===== src/rtl/calc_pkg.sv =====
// Shared types for the calculator control FSM and the execution stage.
// Ports: none (package only).
// Contents: ms_t mode encoding, alu_state_t execution-stage states, legal-opcode helper.
package calc_pkg;

  typedef enum logic [2:0] {
    MS_NONE = 3'd0,
    MS_ADD  = 3'd1,
    MS_SUB  = 3'd2,
    MS_MUL  = 3'd3,
    MS_XOR  = 3'd4
  } ms_t;

  typedef enum logic [1:0] {
    IDLE = 2'd0,
    EXEC = 2'd1,
    MUL  = 2'd2,
    DONE = 2'd3
  } alu_state_t;

  // True for modes the execution stage can compute; everything else raises err.
  function automatic logic ms_is_legal(input logic [2:0] ms);
    return (ms == MS_ADD) || (ms == MS_SUB) || (ms == MS_MUL) || (ms == MS_XOR);
  endfunction

endpackage


===== src/rtl/calc_mul_seq.sv =====
// Purpose: unsigned WIDTH x WIDTH shift-add multiplier, one multiplier bit per cycle.
// Latency: load on cycle 0, done pulses (one cycle) after WIDTH iterations; prod is then stable.
// Backpressure: none; a new load restarts the multiply unconditionally.
// Ports: CLK, clear_n (async active-low), load, A, B -> prod[2*WIDTH-1:0], done.
module calc_mul_seq #(
  parameter int WIDTH = 4
) (
  input  logic               CLK,
  input  logic               clear_n,
  input  logic               load,
  input  logic [WIDTH-1:0]   A,
  input  logic [WIDTH-1:0]   B,
  output logic [2*WIDTH-1:0] prod,
  output logic               done
);

  localparam int CW = (WIDTH > 1) ? $clog2(WIDTH) : 1;

  logic [2*WIDTH-1:0] mcand_q;  // multiplicand, shifted left each iteration
  logic [WIDTH-1:0]   mplier_q; // multiplier, shifted right; bit 0 selects the add
  logic [2*WIDTH-1:0] acc_q;
  logic [CW-1:0]      cnt_q;
  logic               run_q;
  logic               done_q;

  always_ff @(posedge CLK or negedge clear_n) begin
    if (!clear_n) begin
      mcand_q  <= '0;
      mplier_q <= '0;
      acc_q    <= '0;
      cnt_q    <= '0;
      run_q    <= 1'b0;
      done_q   <= 1'b0;
    end else begin
      done_q <= 1'b0;
      if (load) begin
        mcand_q  <= {{WIDTH{1'b0}}, A};
        mplier_q <= B;
        acc_q    <= '0;
        cnt_q    <= '0;
        run_q    <= 1'b1;
      end else if (run_q) begin
        if (mplier_q[0]) begin
          acc_q <= acc_q + mcand_q;
        end
        mcand_q  <= mcand_q << 1;
        mplier_q <= mplier_q >> 1;
        cnt_q    <= cnt_q + 1'b1;
        if (cnt_q == CW'(WIDTH - 1)) begin
          run_q  <= 1'b0;
          done_q <= 1'b1;
        end
      end
    end
  end

  assign prod = acc_q;
  assign done = done_q;

endmodule


===== src/rtl/calc_alu_seq.sv =====
// Purpose: calculator execution stage; ADD/SUB/XOR in one cycle, MUL via calc_mul_seq, registered result.
// Latency: valid one cycle after the accepting edge (ADD/SUB/XOR/invalid), WIDTH+1 cycles for MUL.
// Backpressure: start edges arriving while busy are dropped; nothing is queued.
// Ports: CLK, clear_n (async active-low), start, MS[2:0], A, B -> result[2*WIDTH-1:0], valid, busy, err, ovf.
// Option: define CALC_ALU_OVF_EN to register carry/borrow on ovf; otherwise ovf is tied low.
module calc_alu_seq
  import calc_pkg::*;
#(
  parameter int WIDTH = 4
) (
  input  logic               CLK,
  input  logic               clear_n,
  input  logic               start,
  input  logic [2:0]         MS,
  input  logic [WIDTH-1:0]   A,
  input  logic [WIDTH-1:0]   B,
  output logic [2*WIDTH-1:0] result,
  output logic               valid,
  output logic               busy,
  output logic               err,
  output logic               ovf
);

  alu_state_t         state_q, state_d;
  ms_t                ms_q, ms_d;
  logic [WIDTH-1:0]   a_q, a_d;
  logic [WIDTH-1:0]   b_q, b_d;
  logic [2*WIDTH-1:0] result_q, result_d;
  logic               valid_q, valid_d;
  logic               busy_q, busy_d;
  logic               err_q, err_d;
  logic               start_q;  // start delayed by one cycle for edge detection
  logic               armed_q;  // start_q holds a real sample of start

  logic               start_edge;
  logic               mul_load;
  logic [2*WIDTH-1:0] mul_prod;
  logic               mul_done;
  logic [WIDTH-1:0]   add_w;
  logic [WIDTH-1:0]   sub_w;

  // The reset value of start_q is not a sample of start, so a level that is
  // already high when reset releases must not look like a rising edge.
  assign start_edge = start & ~start_q & armed_q;

`ifdef CALC_ALU_OVF_EN
  logic             ovf_q, ovf_d;
  logic [WIDTH:0]   sum_w;
  logic             borrow_w;
  assign sum_w    = {1'b0, a_q} + {1'b0, b_q};
  assign add_w    = sum_w[WIDTH-1:0];
  assign borrow_w = (a_q < b_q);
`else
  assign add_w    = a_q + b_q;
`endif
  assign sub_w = a_q - b_q;

  calc_mul_seq #(.WIDTH(WIDTH)) u_mul (
    .CLK     (CLK),
    .clear_n (clear_n),
    .load    (mul_load),
    .A       (A),
    .B       (B),
    .prod    (mul_prod),
    .done    (mul_done)
  );

  always_comb begin
    state_d  = state_q;
    ms_d     = ms_q;
    a_d      = a_q;
    b_d      = b_q;
    result_d = result_q;
    valid_d  = valid_q;
    busy_d   = busy_q;
    err_d    = err_q;
    mul_load = 1'b0;
`ifdef CALC_ALU_OVF_EN
    ovf_d    = ovf_q;
`endif
    case (state_q)
      IDLE, DONE: begin
        if (start_edge) begin
          ms_d    = ms_t'(MS);
          a_d     = A;
          b_d     = B;
          valid_d = 1'b0;
          err_d   = 1'b0;
          busy_d  = 1'b1;
`ifdef CALC_ALU_OVF_EN
          ovf_d   = 1'b0;
`endif
          if (MS == MS_MUL) begin
            // The multiplier captures A/B from the ports on this same edge.
            mul_load = 1'b1;
            state_d  = MUL;
          end else begin
            state_d  = EXEC;
          end
        end
      end
      EXEC: begin
        busy_d  = 1'b0;
        valid_d = 1'b1;
        state_d = DONE;
        case (ms_q)
          MS_ADD: begin
            result_d = {{WIDTH{1'b0}}, add_w};
`ifdef CALC_ALU_OVF_EN
            ovf_d    = sum_w[WIDTH];
`endif
          end
          MS_SUB: begin
            result_d = {{WIDTH{1'b0}}, sub_w};
`ifdef CALC_ALU_OVF_EN
            ovf_d    = borrow_w;
`endif
          end
          MS_XOR: begin
            result_d = {{WIDTH{1'b0}}, a_q ^ b_q};
          end
          default: begin
            result_d = '0;
            err_d    = !ms_is_legal(ms_q) || (ms_q == MS_MUL);
          end
        endcase
      end
      MUL: begin
        if (mul_done) begin
          result_d = mul_prod;
          busy_d   = 1'b0;
          valid_d  = 1'b1;
          state_d  = DONE;
        end
      end
      default: begin
        state_d = IDLE;
      end
    endcase
  end

  always_ff @(posedge CLK or negedge clear_n) begin
    if (!clear_n) begin
      state_q  <= IDLE;
      ms_q     <= MS_NONE;
      a_q      <= '0;
      b_q      <= '0;
      result_q <= '0;
      valid_q  <= 1'b0;
      busy_q   <= 1'b0;
      err_q    <= 1'b0;
      start_q  <= 1'b0;
      armed_q  <= 1'b0;
    end else begin
      state_q  <= state_d;
      ms_q     <= ms_d;
      a_q      <= a_d;
      b_q      <= b_d;
      result_q <= result_d;
      valid_q  <= valid_d;
      busy_q   <= busy_d;
      err_q    <= err_d;
      start_q  <= start;
      armed_q  <= 1'b1;
    end
  end

`ifdef CALC_ALU_OVF_EN
  always_ff @(posedge CLK or negedge clear_n) begin
    if (!clear_n) begin
      ovf_q <= 1'b0;
    end else begin
      ovf_q <= ovf_d;
    end
  end
  assign ovf = ovf_q;
`else
  assign ovf = 1'b0;
`endif

  assign result = result_q;
  assign valid  = valid_q;
  assign busy   = busy_q;
  assign err    = err_q;

endmodule


===== config.mk =====
export PLATFORM = sky130hd
export DESIGN_NAME = calc_alu_seq
export DESIGN_NICKNAME = d
export VERILOG_FILES = /design/src/rtl/calc_pkg.sv /design/src/rtl/calc_mul_seq.sv /design/src/rtl/calc_alu_seq.sv
export SDC_FILE = /design/constraint.sdc
export NUM_CORES = 1
export LEC_CHECK = 0
export ABC_AREA = 1
export CORE_ASPECT_RATIO = 0.5
export CORE_MARGIN = 2
export CORE_UTILIZATION = 40
export DETAILED_ROUTE_END_ITERATION = 8
export PLACE_DENSITY = 0.58
export SYNTH_ARGS = -nofsm -noshare
export SYNTH_HDL_FRONTEND = slang
export SYNTH_SLANG_ARGS = --single-unit
export TNS_END_PERCENT = 20

===== constraint.sdc =====
create_clock -name CLK -period 6 [get_ports CLK]
set_clock_uncertainty 0.05 [all_clocks]
set_input_delay 1.8 -clock CLK [delete_from_list [all_inputs] [get_ports CLK]]
set_output_delay 1.8 -clock CLK [all_outputs]
set_load 0.02 [all_outputs]

* Word level (Yosys, flattened, before mapping)
Index checks and enable logic that the tools add are counted.
W data, S select, Z words.
** Operators by class
- Bitwise gates (word level) :: 4
- Muxes and demuxes :: 33
- Equality and inequality tests :: 12
- Add/sub/neg operators :: 4
- Reduce and logical (&&, ||, !) cells :: 17
** Operators by type and width (count)
- $mux W8 :: 6
- $pmux W8 S2 :: 1
- $mux W1 :: 14
- $pmux W4 S3 :: 1
- $mux W2 :: 5
- $eq A3 B2 Y1 const B :: 3
- $add A8 B8 Y8 :: 1
- $mux W4 :: 2
- $reduce_and A2 Y1 :: 4
- $reduce_bool A2 Y1 :: 4
- $eq A2 B2 Y1 const B :: 3
- $pmux W1 S3 :: 2
- $pmux W2 S3 :: 1
- $add A4 B4 Y4 :: 1
- $logic_or A1 B1 Y1 :: 4
- $ne A2 B2 Y1 const B :: 2
- $sub A4 B4 Y4 :: 1
- $xor A4 B4 Y4 :: 1
- $eq A3 B1 Y1 const B :: 1
- $eq A3 B3 Y1 const B :: 1
- $reduce_and A3 Y1 :: 1
- $reduce_or A3 Y1 :: 1
- $add A2 B1 Y2 const B :: 1
- $and A1 B1 Y1 :: 2
- 7 further kinds :: 7
** Word-level totals
- Flip-flop bits (word level) :: 50
- Word-level logic and storage cells :: 86
- Input port bits :: 14

* Logic depth before layout (Yosys ltp)
Gate-level depths: netlist (run 1).
- Depth in word-level cells :: 8
- Gate-level depth with buffers :: 16
- Mapped depth without buffers :: 16

* Modules after synthesis
Synthesis (run 1) repeated with hierarchy kept, for this count alone.
** Unflattened totals
- Cell total of the unflattened synthesis :: 310
- Area total of the unflattened synthesis :: 2618.8 sq um
** Modules (own cells, without submodules)
- calc_alu_seq :: cells an instance 168, instances 1, area each 1378.8 sq um
- calc_mul_seq :: cells an instance 142, instances 1, area each 1239.9 sq um

* Least setup slack after synthesis (run 1)
OpenSTA, ideal clock, no wires.
- Path kind :: input -> register
- From :: in start
- To :: reg state_q[1]
- Setup time :: 126 ps
- Stages :: 9
- Arrival time :: 2488 ps
- Path slack :: 3336 ps
- Data required time :: 5824 ps
- Cells stage by stage :: nand2_1 > nor2_4 > inv_2 > nand2_1 > o21ai_4 > nor2_2 > inv_2 > nor2_1 > a21oi_1
** On the way
- Cells in the longest elaborated chain, start to end :: 4
** RTL lines
- start: declaration :: RTL line calc_alu_seq.sv:13 : input logic start,
- $and A1 B1 Y1 (2 in a row) :: RTL line calc_alu_seq.sv:44 : assign start_edge = start & ~start_q & armed_q;
- $ne A2 B2 Y1 (no line)
- $reduce_and A2 Y1 (no line)
- end signal: assignment :: RTL line calc_alu_seq.sv:155 : state_q <= state_d;
- end: declaration :: RTL line calc_alu_seq.sv:24 : alu_state_t state_q, state_d;
Every way passes these cells.
A chain may end at the register's enable or synchronous reset.

* Worst setup path after layout (run 1)
- From :: in MS[1]
- To :: reg u_mul.mcand_q[7]
** On the way
- Cells in the longest elaborated chain, start to end :: 5
- Elaborated cells between the ends (all ways) :: 6
** RTL lines
- start: declaration :: RTL line calc_alu_seq.sv:14 : input logic [2:0] MS,
- $eq A3 B2 Y1 (*) :: RTL line calc_alu_seq.sv:93 : if (MS == MS_MUL) begin
- $mux W1 (*) :: RTL line calc_alu_seq.sv:93
- $mux W1 (*) :: RTL line calc_alu_seq.sv:83 : if (start_edge) begin
- $mux W1 (*) :: RTL line calc_alu_seq.sv:81 : case (state_q)
- $mux W8 / $reduce_bool A2 Y1 (equally long branches)
- end signal: assignment :: RTL line calc_mul_seq.sv:37 : mcand_q <= {{WIDTH{1'b0}}, A};
- end signal: assignment :: RTL line calc_mul_seq.sv:46 : mcand_q <= mcand_q << 1;
- end: declaration :: RTL line calc_mul_seq.sv:19 : logic [2*WIDTH-1:0] mcand_q;
Every way passes the cells marked *; elsewhere a longest branch is shown, timed or not.

==> results of run 1 <==
critical path: stages:
cell and delay, ps:
clkdlybuf4s50_1 490, nand2_1 90, nor2_4 140, nand3_4 310
nand2_1 240, inv_2 100, a21boi_1 160, inv_1 50
power groups by stage:
stage          sequential, uW  combinational, uW  clock, uW
2_1_floorplan             567                613          0
3_3_place_gp              575                795          0
3_5_place_dp              577                815          0
4_1_cts                   572                820        289
5_1_grt                   593                938        302
6_report                  572                814        278
layout make-up:
| type | count | area share [%] |
|---|---|---|
| inverter | 46 | 5.46 |
| clock buffer | 6 | 4.39 |
| timing repair buffer | 25 | 7.68 |
| sequential | 50 | 39.6 |
| multi-input combinational | 217 | 39.2 |
| tap | 92 | 3.64 |
registers in the layout, indices dropped and copies added, names as in the netlist, 2 cells and up:
name,cells
result,8
u_mul.mcand_q,8
u_mul.prod,8
state_q,2
u_mul.mplier_q,4
b_q,4
u_mul.cnt_q,2
a_q,4
ms_q,3
through the flow:
stage | worst slack, ps | total power, uW | util (%)
finish | 2740 | 1660 | 47.7
global route | 2580 | 1830 | 47.7
floorplan | 3340 | 1180 | -
global placement | 2490 | 1370 | 45.6
CTS | 2740 | 1680 | 47.7
detailed placement | 2440 | 1390 | 45.6
worst max path at each step:
stage	from	endpoint	depth (start not counted)
after floorplan	start	state_q[1]$_DFFE_PN0P_	9
after global placement	start	u_mul.mcand_q[5]$_DFFE_PN0P_	8
after detailed placement	MS[0]	u_mul.prod[5]$_DFFE_PN0P_	8
after CTS	MS[0]	u_mul.prod[5]$_DFFE_PN0P_	8
after global routing	MS[0]	u_mul.prod[5]$_DFFE_PN0P_	8
final	MS[1]	u_mul.mcand_q[7]$_DFFE_PN0P_	8
cell usage in the layout, fill, tap and decap left out, drive strengths merged, types with 2 or more instances in the layout:
cell type,synthesis,routed
a21boi,4,4
a21oi,8,8
a22oi,2,2
buf,6,2
clkbuf,0,6
clkdlybuf4s50,0,23
conb,2,2
dfrtp,50,50
fa,2,2
ha,14,14
inv,46,46
nand2,90,90
nand3,23,23
nor2,16,16
o211ai,7,7
o21ai,33,33
o22ai,3,3
xnor2,7,7
xor2,2,2
routing by layer:
layer | up-vias | track usage [%]
met5 | - | 0
met4 | 0 | 4.36
met3 | 0 | 3.03
met2 | 30 | 25.5
li1 | 1078 | -
met1 | 995 | 25.1
cells by family (layout without fill, tap and decap cells):
logic type / after synthesis / in the layout / synth area share (%)
other cells: 2 / 2 / 0.276
compound gates: 59 / 59 / 13.4
flops: 50 / 50 / 46.0
simple gates: 131 / 131 / 21.1
buf+inv: 52 / 77 / 8.33
fa+ha+maj: 16 / 16 / 7.92
xor+xnor: 9 / 9 / 2.90
==> metrics.md, run 1 <==
| Metric | Value |
|---|---|
| Clock power share | `16.7%` |
| Hold Crit Start | `result[1]$_DFFE_PN0P_` |
| Critical path launch point type | `primary input` |
| Syn avg cell area | `8.52 um2` |
| Final setup vio count | `0` |
| Ports | `26` |
| Sequential group share of total power | `34.4%` |
| P&R area growth vs syn | `16.3%` |
| Endpoints failing hold | `0` |
| Largest net degree at the start of global routing | `51` |
| Die Y | `62.3 um` |
| Dpl cells | `430` |
| P_sw | `701 uW` |
| Highest routing layer actually used | `met3` |
| WL met3 | `207 um` |
| Clock latency on the worst-skew pair | `290 ps` |
| Mapped Cells | `319` |
| Primary FF master, synth | `dfrtp_1` |
| Vias in the first global route | `2,056` |
| FMAX | `307 MHz` |
| Pre-antenna DRT Iters | `4` |
| Final net count | `375` |
| Largest area contributor in the netlist | `dfrtp_1` |
| ANT cells | `0` |
| Hold path cells | `2` |
| YS warnings | `0` |
| Setup TNS | `0 ps` |
| CP Capture Type | `register` |
| Worst slew margin relative to its limit | `56.9%` |
| Synth top cells by count | `90 x nand2_1, 50 x dfrtp_1, 38 x inv_1, 20 x nand3_1, 18 x o21ai_0` |
| Synthesized area | `0.00272 mm2` |
| Core Region | `0.00662 mm2` |
| Syn Nets | `349` |
| Multi-input logic area | `0.00124 mm2` |
| FF/Latch Area | `0.00125 mm2` |
| Detailed-placement wirelength estimate | `4.29 mm` |
| Initial antenna violation count | `0` |
| DRT Wirelength | `5.75 mm` |
| Combinational Power Share | `48.9%` |
| Post-synth cell types | `32` |
| Sink Count | `50` |
| Run status | `complete, no violations` |
| Total clock buffers created by CTS | `5` |
| Clock Path Buffers | `2` |
| Clock Pin Slew Worst Setup and Hold Paths | `60 ps` |
| HP Class | `register to register` |
| All-Layer GR Usage | `16.9%` |
| Final Non-Filler Cells | `436` |
| Sw Ratio | `42.1%` |
| Pleak | `0.00161 uW` |
| Final Wtd Congestion | `0.816` |
| Port-buffer cells | `24` |
| Sequential area share after synthesis | `46.0%` |
| Final Critical Period | `3260 ps` |
| DR WL/cell | `13.2 um` |
| Final non-filler cell area | `0.00316 mm2` |
| Synth top area share | `46.0%` |
| Top-count cell post-synth | `nand2_1` |
| CP Data Arrival Time | `3390 ps` |
| R2R Path Start | `b_q[1]$_DFFE_PN0P_` |
| Root buf cell | `clkbuf_16` |
| Maximum fanout along the worst path | `30` |
| Met2 WL post-DR | `2.52 mm` |
| Dominant cells by area after synthesis | `dfrtp_1 46%, nand2_1 12%, ha_1 6.4%` |
| Maxcap violations | `0` |
| Critical Path RT | `6130 ps` |
| Iteration-0 DRC Markers | `94` |
| CTS tree | `built` |
| Internal Power | `964 uW` |
| Die X | `121 um` |
| Post-CTS Hold Fix Bufs | `0` |
| Post-CTS resize count | `0` |
| Worst slew pin tran | `646 ps` |
| Post-DP Area | `0.00302 mm2` |
| RSZ-0062 raised after global routing | `false` |
| Min-Delay Endpoint | `result[1]$_DFFE_PN0P_` |
| Gr ovfl total | `0` |
| Asr flop ratio synth | `100%` |
| Final Max Tran Viols | `0` |
| Layout cells sized above 1 | `8.14%` |
| Global-route wire length before repair | `9.92 mm` |
| ANT nets after route | `0` |
| Post-synth EDFFs | `0` |
| M1 wire length | `3.01 mm` |
| Vias per inst | `4.82` |
| H-tree Lvls | `2` |
| Fillers | `663` |
| Yosys reg bits | `50` |
| Die ar. | `0.00751 mm2` |
| FF-to-FF path depth | `14` |
| Peak VDD IR | `0.146 mV` |
| Number of core rows | `21` |
| Final period utilization | `54.4%` |
| R2r setup slk | `3840 ps` |
| PwrDens | `527 mW/mm2` |
| Fin Hold WS | `431 ps` |
| Starting Density | `41.0%` |
| DRC errors left | `0` |
| Post-CTS Setup Inserts | `0` |
| Critical path class | `primary input to register` |
| R2r endpoint | `result[3]$_DFFE_PN0P_` |
| Via count | `2,103` |
No activity file was read; power rests on OpenSTA's default activity.
==> run 2: changes to the inputs <==
--- a/config.mk
+++ b/config.mk
@@ -10,7 +10,7 @@
 export CORE_MARGIN = 2
 export CORE_UTILIZATION = 40
 export DETAILED_ROUTE_END_ITERATION = 8
-export PLACE_DENSITY = 0.58
+export PLACE_DENSITY = 0.6
 export SYNTH_ARGS = -nofsm -noshare
 export SYNTH_HDL_FRONTEND = slang
 export SYNTH_SLANG_ARGS = --single-unit
==> constraint.sdc (replaced) <==
create_clock -name CLK -period 2.6 [get_ports CLK]
set_clock_uncertainty 0.05 [all_clocks]
set_input_delay 0.78 -clock CLK [delete_from_list [all_inputs] [get_ports CLK]]
set_output_delay 0.78 -clock CLK [all_outputs]
set_load 0.02 [all_outputs]
==> metrics.md, run 2 (synthesized netlist as in run 1, its figures left out) <==
| Metric | Value |
|---|---|
| Ports | `26 (unchanged)` |
| Detailed-placement wirelength estimate | `4.69 mm (+9.4%)` |
| Final setup vio count | `0 (unchanged)` |
| Core Region | `0.00662 mm2 (unchanged)` |
| Post-DP Area | `0.00305 mm2 (+0.99%)` |
| Clock Pin Slew Worst Setup and Hold Paths | `60 ps (about the same)` |
| Vias per inst | `4.80 (-0.56%)` |
| Die X | `121 um (unchanged)` |
| Critical path class | `register to register` |
| Maxcap violations | `0 (unchanged)` |
| Slowest stage delay, CP | `410 ps (-80 ps)` |
| Fillers | `662 (-0.15%)` |
| Max stage delay cell, worst path | `dfrtp_1` |
| Die ar. | `0.00751 mm2 (unchanged)` |
| DR WL/cell | `13.2 um (+0.29%)` |
| Most used cell, CP | `nand2_1` |
| Final Critical Period | `2170 ps` |
| Post-CTS resize count | `0 (unchanged)` |
| FMAX | `461 MHz` |
| Final Wtd Congestion | `0.855 (+4.9%)` |
| Iteration-0 DRC Markers | `111 (+18%)` |
| ANT cells | `0 (unchanged)` |
| Final non-filler cell area | `0.00320 mm2 (+1.2%)` |
| Number of core rows | `21 (unchanged)` |
| CP Data Arrival Time | `2300 ps (-1090 ps)` |
| Via count | `2,120 (+0.81%)` |
| Critical path launch point type | `register` |
| Layout cells sized above 1 | `9.43% (+1.3 points)` |
| HP Class | `primary input to async pin` |
| Critical Path RT | `2730 ps (-3400 ps)` |
| CP top delay family | `simple AND/OR/NAND/NOR gates` |
| Peak VDD IR | `0.437 mV (+200%)` |
| P&R area growth vs syn | `17.7%` |
| Final period utilization | `83.5%` |
| ANT nets after route | `0 (unchanged)` |
| H-tree Lvls | `2 (unchanged)` |
| Maximum fanout along the worst path | `4 (-87%)` |
| PwrDens | `1210 mW/mm2 (+130%)` |
| Largest net degree at the start of global routing | `23 (-55%)` |
| Most frequent cells in the layout | `90 x nand2_1, 50 x dfrtp_1, 38 x inv_1` |
| Post-CTS Hold Fix Bufs | `0 (unchanged)` |
| Setup TNS | `0 ps (unchanged)` |
| Root buf cell | `clkbuf_16` |
| All-Layer GR Usage | `17.2% (+0.34 points)` |
| Clock Path Buffers | `2 (unchanged)` |
| CP Capture Type | `register` |
| CTS tree | `built` |
| Sink Count | `50 (unchanged)` |
| Vias in the first global route | `2,161 (+5.1%)` |
| RSZ-0062 raised after global routing | `false` |
| CP cell instances | `inv_1 -> ha_1 -> inv_1 -> o21ai_0 -> inv_1 -> ha_1 -> nand2_1 -> nor2_1 -> nor2_1 -> nand3_1 -> nand3_1 -> nand2_1 -> nand2_1 -> nand2_1` |
| Run status | `complete, no violations` |
| WP buf/inv | `3 (unchanged)` |
| Gr ovfl total | `0 (unchanged)` |
| Die Y | `62.3 um (unchanged)` |
| Most common cell after layout, fill and taps aside | `nand2_1` |
| Initial antenna violation count | `0 (unchanged)` |
| Clock latency on the worst-skew pair | `280 ps (about the same)` |
| Post-CTS Setup Inserts | `0 (unchanged)` |
| Port-buffer cells | `24 (unchanged)` |
| DRC errors left | `0 (unchanged)` |
| Pre-antenna DRT Iters | `4 (unchanged)` |
| Fin Hold WS | `405 ps (-25.6 ps)` |
| Endpoints failing hold | `0 (unchanged)` |
| Starting Density | `41.0% (unchanged)` |
| DRT Wirelength | `5.84 mm (+1.7%)` |
| Global-route wire length before repair | `10.3 mm (+4.1%)` |
| Pleak | `0.00163 uW (+1.5%)` |
| Final Max Tran Viols | `0 (unchanged)` |
| Final net count | `379 (+1.1%)` |
| Total clock buffers created by CTS | `5 (unchanged)` |
## run 2: changes by cell type in the layout (fill, tap and decap cells not counted), sizes merged
cell	before	now
buf	2	6
clkbuf	6	7
clkinv	0	1
## run 2: report_power, final
group | leakage [uW] | internal, uW | total [uW] | switching (uW)
combinational | 0.000924 | 774 | 1880 | 1110
clock | 0.0000739 | 382 | 646 | 264
sequential | 0.000636 | 1080 | 1330 | 256
total | 0.00163 | 2230 | 3860 | 1630
## run 2: layer usage
metal	track usage, %	vias up	routed length [um]
met3	2.67	4	183
li1	-	1086	-
met5	0	-	0
met4	4.22	0	37
met2	27.5	29	2610
met1	24.7	1001	3010
## run 2: final cells by class
| cell class | instances | area (um2) | share of cell area (%) |
|---|---|---|---|
| timing repair buffer | 29 | 273 | 8.53 |
| tap | 92 | 115 | 3.60 |
| clock inverter | 1 | 5.00 | 0.156 |
| clock buffer | 7 | 143 | 4.46 |
| multi-input combinational | 217 | 1240 | 38.8 |
| inverter | 46 | 173 | 5.40 |
| sequential | 50 | 1250 | 39.1 |
## run 2: per-stage QoR
stage,cells,worst slack [ps],util [%],total power (uW)
after floorplan,319,640,-,2720
after global placement,434,320,46.1,3170
after detailed placement,434,275,46.1,3220
after CTS,442,397,48.3,3890
after global routing,442,218,48.3,4240
final,442,429,48.3,3860
## run 2: path summary, 6_finish.rpt
check	slack (ps)	end	cells past startpoint	start
worst max-delay path	430	result[3]$_DFFE_PN0P_	14	b_q[1]$_DFFE_PN0P_
worst min register to register	430	result[7]$_DFFE_PN0P_	2	result[7]$_DFFE_PN0P_
min in group CLK	430	result[7]$_DFFE_PN0P_	2	result[7]$_DFFE_PN0P_
max in group asynchronous	1480	u_mul.prod[3]$_DFFE_PN0P_	2	clear_n
worst min-delay path	410	u_mul.mplier_q[0]$_DFFE_PN0P_	1	clear_n
worst max register to register	430	result[3]$_DFFE_PN0P_	14	b_q[1]$_DFFE_PN0P_
## run 2: worst reg2reg max path: cells and delay by family, from the launching register on
kind	cells	cell delay, ps
flops	1	410
compound gates	1	290
buf+inv	3	200
fa+ha+maj	2	550
simple gates	8	560
